===== src/rtl/instr_fetch_stage.sv =====
// Instruction fetch stage: owns the PC, fetches over a req/ready handshake and
// issues decoded IR fields to the control unit. Optional perf counters: IF_PERF_CNT_EN.
module instr_fetch_stage #(
  parameter logic [31:0] RESET_PC   = 32'h0000_0000,
  parameter logic [5:0]  ILLEGAL_OP = 6'b111111
) (
  input  logic        clk,
  input  logic        rst_n,
  output logic        imem_req,
  output logic [31:0] imem_addr,
  input  logic [31:0] imem_rdata,
  input  logic        imem_ready,
  input  logic        stall,
  input  logic        jump,
  output logic        instr_valid,
  output logic [5:0]  opcode,
  output logic [4:0]  rs,
  output logic [4:0]  rt,
  output logic [4:0]  rd,
  output logic [15:0] imm,
  output logic [31:0] pc,
  output logic        halted,
  output logic [31:0] retired_cnt,
  output logic [31:0] stall_cnt
);

  typedef enum logic [1:0] {S_RST, S_FETCH, S_ISSUE, S_HALT} state_e;

  state_e      state_q, state_d;
  logic [31:0] pc_q, pc_d;
  logic [31:0] ir_q, ir_d;
  logic [31:0] pc_plus4;
  logic        illegal;

  assign pc_plus4 = pc_q + 32'd4;
  assign illegal  = (ir_q[31:26] == ILLEGAL_OP);

  // NOTE: every signal written here gets a default first, so no path leaves one unassigned and no latch is inferred.
  always_comb begin
    state_d     = state_q;
    pc_d        = pc_q;
    ir_d        = ir_q;
    imem_req    = 1'b0;
    instr_valid = 1'b0;
    halted      = 1'b0;
    unique case (state_q)
      S_RST: state_d = S_FETCH;
      S_FETCH: begin
        imem_req = 1'b1;
        if (imem_ready) begin
          ir_d    = imem_rdata;
          state_d = S_ISSUE;
        end
      end
      S_ISSUE: begin
        instr_valid = 1'b1;
        if (illegal) begin
          state_d = S_HALT;
        end else if (!stall) begin
          // J-type target keeps the region bits of the sequential successor.
          pc_d    = jump ? {pc_plus4[31:28], ir_q[25:0], 2'b00} : pc_plus4;
          state_d = S_FETCH;
        end
      end
      S_HALT: halted = 1'b1;
      default: state_d = S_RST;
    endcase
  end

  // NOTE: state registers use non-blocking assignments so all flops update from pre-edge values.
  always_ff @(posedge clk or negedge rst_n) begin
    if (!rst_n) begin
      state_q <= S_RST;
      pc_q    <= RESET_PC;
      ir_q    <= '0;
    end else begin
      state_q <= state_d;
      pc_q    <= pc_d;
      ir_q    <= ir_d;
    end
  end

  assign imem_addr = pc_q;
  assign pc        = pc_q;
  assign opcode    = ir_q[31:26];
  assign rs        = ir_q[25:21];
  assign rt        = ir_q[20:16];
  assign rd        = ir_q[15:11];
  assign imm       = ir_q[15:0];

`ifdef IF_PERF_CNT_EN
  logic        retire, stall_cycle;
  logic [31:0] retired_q, stall_q;

  assign retire      = (state_q == S_ISSUE) && !illegal && !stall;
  assign stall_cycle = (state_q == S_ISSUE) && !illegal && stall;

  always_ff @(posedge clk or negedge rst_n) begin
    if (!rst_n) begin
      retired_q <= '0;
      stall_q   <= '0;
    end else begin
      if (retire)      retired_q <= retired_q + 32'd1;
      if (stall_cycle) stall_q   <= stall_q + 32'd1;
    end
  end

  assign retired_cnt = retired_q;
  assign stall_cnt   = stall_q;
`else
  assign retired_cnt = 32'h0;
  assign stall_cnt   = 32'h0;
`endif

endmodule

===== config.mk =====
export PLATFORM = sky130hd
export DESIGN_NAME = instr_fetch_stage
export DESIGN_NICKNAME = d
export VERILOG_FILES = /design/src/rtl/instr_fetch_stage.sv
export SDC_FILE = /design/constraint.sdc
export NUM_CORES = 1
export LEC_CHECK = 0
export CORE_ASPECT_RATIO = 0.75
export CORE_MARGIN = 5
export CORE_UTILIZATION = 60
export DETAILED_ROUTE_END_ITERATION = 12
export DONT_BUFFER_PORTS = 1
export GPL_TIMING_DRIVEN = 0
export HOLD_SLACK_MARGIN = 0.12
export PLACE_DENSITY = 0.87
export SETUP_SLACK_MARGIN = 0.15
export SLEW_MARGIN = 20
export SYNTH_ARGS = -nofsm -noshare
export SYNTH_HDL_FRONTEND = slang
export SYNTH_SLANG_ARGS = --single-unit

===== constraint.sdc =====
create_clock -name clk -period 5.1 [get_ports clk]
set_input_delay 0.51 -clock clk [delete_from_list [all_inputs] [get_ports clk]]
set_output_delay 0.51 -clock clk [all_outputs]
set_load 0.005 [all_outputs]

Yosys cells after proc, flatten, opt, wreduce, memory -nomap -nowiden
Index checks and enable logic that the tools add are counted.
{"block": "totals", "reg_bits": 66, "in_bits": 37, "wordCells": 25}
{"block": "op_classes", "n_addsub": 1, "eq_ne": 6, "n_mux": 8, "bitwise": 2, "n_reduce_logical": 5}
{"operator": "$add A32 B3 Y32 const B", "n": 1}
{"operator": "$mux W28", "n": 1}
{"operator": "$eq A6 B6 Y1 const B", "n": 1}
{"operator": "$mux W2", "n": 3}
{"operator": "$pmux W2 S3", "n": 1}
{"operator": "$reduce_and A3 Y1", "n": 2}
{"operator": "$eq A2 B2 Y1 const B", "n": 2}
{"operator": "$mux W1", "n": 3}
{"operator": "$ne A3 B3 Y1 const B", "n": 1}
{"operator": "$reduce_bool A3 Y1", "n": 1}
{"operator": "$eq A2 B1 Y1 const B", "n": 1}
{"operator": "$logic_not A2 Y1", "n": 1}
{"operator": "$ne A2 B2 Y1 const B", "n": 1}
{"operator": "$not A1 Y1", "n": 2}
{"operator": "$reduce_and A2 Y1", "n": 1}

Logic depth before layout (Yosys ltp)
{"block": "depth", "word_depth": 3, "depth_mapped": 8}

Least setup slack after synthesis
OpenSTA, ideal clock, no wires.
{"block": "synth_path", "kind": "flip-flop to flip-flop", "startpoint": "reg state_q[0]", "endpoint": "reg pc_q[27], in the netlist imem_addr[27]", "t_arrival_ns": 1.914, "slack_ns": 3.092, "stages_incl_launch_ff": 9, "path_cell_list": "dfrtp_1 > inv_1 > ha_1 > nor2b_1 > o21a_1 > clkbuf_1 > clkbuf_1 > nand4_1 > a211oi_1"}
{"block": "synth_via", "elab_chain_cells": 2}
{"item": "from (decl)", "line_no": "29", "text": "state_e state_q, state_d;"}
{"item": "from (signal assigned)", "line_no": "77", "text": "state_q <= state_d;"}
{"item": "$eq A2 B2 Y1", "line_no": "46", "text": "unique case (state_q)"}
{"item": "$reduce_and A3 Y1 (no line)"}
{"item": "to (signal assigned)", "line_no": "78", "text": "pc_q <= pc_d;"}
{"item": "to (decl)", "line_no": "30", "text": "logic [31:0] pc_q, pc_d;"}
Every way passes these cells.
A chain may end at the register's enable or synchronous reset.

Worst setup path in the final report
{"block": "layout_path", "startpoint": "reg state_q[0]", "endpoint": "reg pc_q[26], in the netlist imem_addr[26]"}
The elaborated chain is that of the path after synthesis.

==> impl_metrics.tcl <==
set metrics [dict create \
    syn-cell-area_mm2 0.00415 \
    power_leakage_nw 2.20 \
    cts_tree "built" \
    cp_num_buf_inv 3 \
    synth-xor-area-share_pct 0.843 \
    setup_repair_after_global_routing_missed_its_margin "false" \
    final_layout_size_suffix_gt1_share_pct 31.6 \
    critPathMaxFanout 10 \
    clk_pin_slew_ns 0.08 \
    fp.coreArea_mm2 0.00677 \
    synth.area.mux_share_pct 11.1 \
    critical-path-slowest-cell "clkbuf_1" \
    detailedRoute.firstIterationViolations 364 \
    final_hold_violation_count 0 \
    critical_path_cell_count 8 \
    dominant_combinational_cell_family_by_area_after_synthesis "buffers and inverters" \
    hold-path-cell-count 1 \
    drv_cap 0 \
    pin_count_of_the_biggest_net_entering_global_routing 65 \
    synthesis.area_per_instance_um2 9.73 \
    cts_resized 0 \
    initial_cell_density_of_the_core_pct 61.4 \
    netlist.area_leader.share_pct 38.6 \
    synthAdderAreaFrac_pct 1.51 \
    detailroute.via_count 3402 \
    via_count_of_the_first_global_routing_pass 3157 \
    max_slew_margin_pct 34.2 \
    skew_ns 0.0122 \
    timing.reg2reg.worst_path_depth 8 \
    drt-total-wl_um 11600 \
    drt-wirelength-per-cell_um 19.4 \
    status "finished clean" \
    final_antenna_net_count 0 \
    startpoint_type "flip-flop" \
    end_kind "flip-flop" \
    actual_transition_at_the_worst_max_transition_pin_ns 0.978 \
    cts_h_tree_lvls 3 \
    cts_root_buf "clkbuf_8" \
    remaining_global_route_overflow 0 \
    synthSimpleGateAreaFrac_pct 15.4 \
    wire_length_of_the_first_global_routing_pass_um 17300 \
    timing_max_transition_violations_final 0 \
    height_of_the_chip_um 82.1 \
    worst-setup-path-type "reg -> reg" \
    numCtsBuffers 9 \
    synth.area.top_cells "dfrtp_1 39%, buf_4 19%, mux2_2 8.7%, mux2i_1 2.4%, a21oi_1 2.3%" \
    max_clock_freq_mhz 387 \
    antenna_cells 0 \
    clock_sink_count 64 \
    synth_edf_count 0 \
    cts-root-to-sink-buffers 2 \
    setup_viol 0 \
    total_power_w 0.00224 \
    min-delay-path-class "in -> reg" \
    ctsHoldBuffers 2 \
    synth_top_cell_by_area "dfrtp_1" \
    dominantRegCellSynth "dfrtp_1" \
    synth_async_sr_flop_share_pct 100 \
    total_of_buffers_placed_on_input_and_output_ports 0 \
    yosysUniqueCellTypes 53 \
    min_tclk_post_route_ns 2.58 \
    synth-compound-area-share_pct 11.4 \
    layout.nets 549 \
    period_share_pct 50.7 \
    seq_area_frac_synth_pct 38.6 \
    clock_insertion_delay_at_the_later_pin_of_the_skew_report_ns 0.35 \
    post_drt_via_cell_ratio 5.71 \
    number_of_core_rows 26 \
    post-cts-setup-buffers 0 \
    hpwlAfterDp_um 8920 \
    ir_worst_vdd_v 0.000340 \
    power.density_cell_area_mw_per_mm2 471 \
    critical-path-top-delay-family "buffers and inverters" \
    syn_warnings 0 \
    initial_antenna_violation_count 0 \
    cell_with_the_most_instances_after_synthesis "buf_4" \
    timing.critical_path.required_ns 5.30 \
    flow.area_growth_from_synthesis_pct 14.4 \
    synth-seq-cells 64 \
    synth_top_cells_by_count "104 x buf_4, 64 x dfrtp_1, 32 x mux2_2, 19 x a21oi_1" \
    critical_path.most_common_cell "clkbuf_1" \
    die-area_mm2 0.00870 \
    synthesis.instances 427 \
    firstDrtPassIters 5 \
    gpl.final_weighted_congestion 0.916 \
    filler_cell_count 525 \
    post-route-drc-count 0 \
    die_x_um 106 \
    grt_util_all_layers_pct 25.7 \
    utilization_pct 70.2 \
    boundaryPins 205 \
    timing.critical_path.cells "inv_1, ha_1, nor2b_1, o21a_1, clkbuf_1, clkbuf_1, mux2i_1, nand3_1" \
    critPathMaxStageDelay_ns 0.55 \
    worst_ep_arrival_time_ns 2.79 \
    setup_total_negative_slack_ns 0 \
]
[cells in the final DEF (no fill, tap or decap), types with 4 or more instances in the layout]
master	n
mux2i_1	10
nand2_1	18
conb_1	68
o22ai_1	5
buf_4	104
nand4_1	9
clkbuf_8	10
clkbuf_1	16
nor4_1	7
ha_1	5
and4_1	5
dfrtp_1	64
nor2_1	13
a21oi_1	19
nand2b_1	4
nor3_1	9
a211oi_1	7
mux2_2	32
and2_1	6
inv_1	4
nand3_1	17
o21ai_0	18
[worst register-to-register path: stages, from the launching register on]
cell and delay [ns]:
dfrtp_1 0.43, inv_1 0.10, ha_1 0.23, nor2b_1 0.18, o21a_1 0.13, clkbuf_1 0.43
clkbuf_1 0.55, mux2i_1 0.27, nand3_1 0.11
[routing by layer]
metal	track usage, %	vias up	routed length [um]
li1	-	1525	-
met3	11.4	22	1530
met4	7.24	0	155
met2	39.7	252	5430
met5	0	-	0
met1	33.2	1603	4440
[per-stage QoR]
step	hold slack (ns)	instance area (um^2)	worst slack, ns	std cells
after global routing	0.295	4750	2.33	596
after detailed placement	0.216	4510	2.55	578
after global placement	0.216	4510	2.60	578
after CTS	0.304	4750	2.52	596
final	0.310	4750	2.52	596
after floorplan	0.214	4410	3.09	494
[flip-flops by register name, summed over array words and instances (netlist names)]
register and count:
ir_q 32, imem_addr 30, state_q 2
[cell families (layout without fill, tap and decap cells)]
group / count (synthesis) / after routing
flops: 64 / 64
buf+inv: 130 / 148
fa+ha+maj: 5 / 5
mux: 42 / 42
simple gates: 108 / 108
other cells: 1 / 68
compound gates: 73 / 73
xor+xnor: 4 / 4
[final cells by class]
type                       count  area [um^2]  area share [%]
timing repair buffer           2         37.5           0.790
clock inverter                 6         67.6            1.42
buffer                       125          862            18.1
multi-input combinational    300         1920            40.5
sequential                    64         1600            33.7
inverter                       5         18.8           0.395
tap                           84          105            2.21
clock buffer                  10          138            2.90
[final timing paths]
path                                                 from                   endpoint  slack [ns]
worst max register to register     state_q[0]$_DFFE_PN0P_  imem_addr[26]$_DFFE_PN0P_        2.52
max in group asynchronous                           rst_n  imem_addr[19]$_DFFE_PN0P_        4.14
worst min-delay path                       imem_rdata[29]       ir_q[29]$_DFFE_PN0P_        0.31
worst max-delay path               state_q[0]$_DFFE_PN0P_  imem_addr[26]$_DFFE_PN0P_        2.52
min in group asynchronous                           rst_n       ir_q[21]$_DFFE_PN0P_        0.68
worst min register to register  imem_addr[31]$_DFFE_PN0P_  imem_addr[31]$_DFFE_PN0P_        0.53
[power breakdown]
part / internal [W] / total, W / switching [W]
logic: 0.000399 / 0.000729 / 0.000330
clock network: 0.000240 / 0.000449 / 0.000208
registers: 0.000714 / 0.00106 / 0.000347
total: 0.00135 / 0.00224 / 0.000886
No activity file was read; power rests on OpenSTA's default activity.
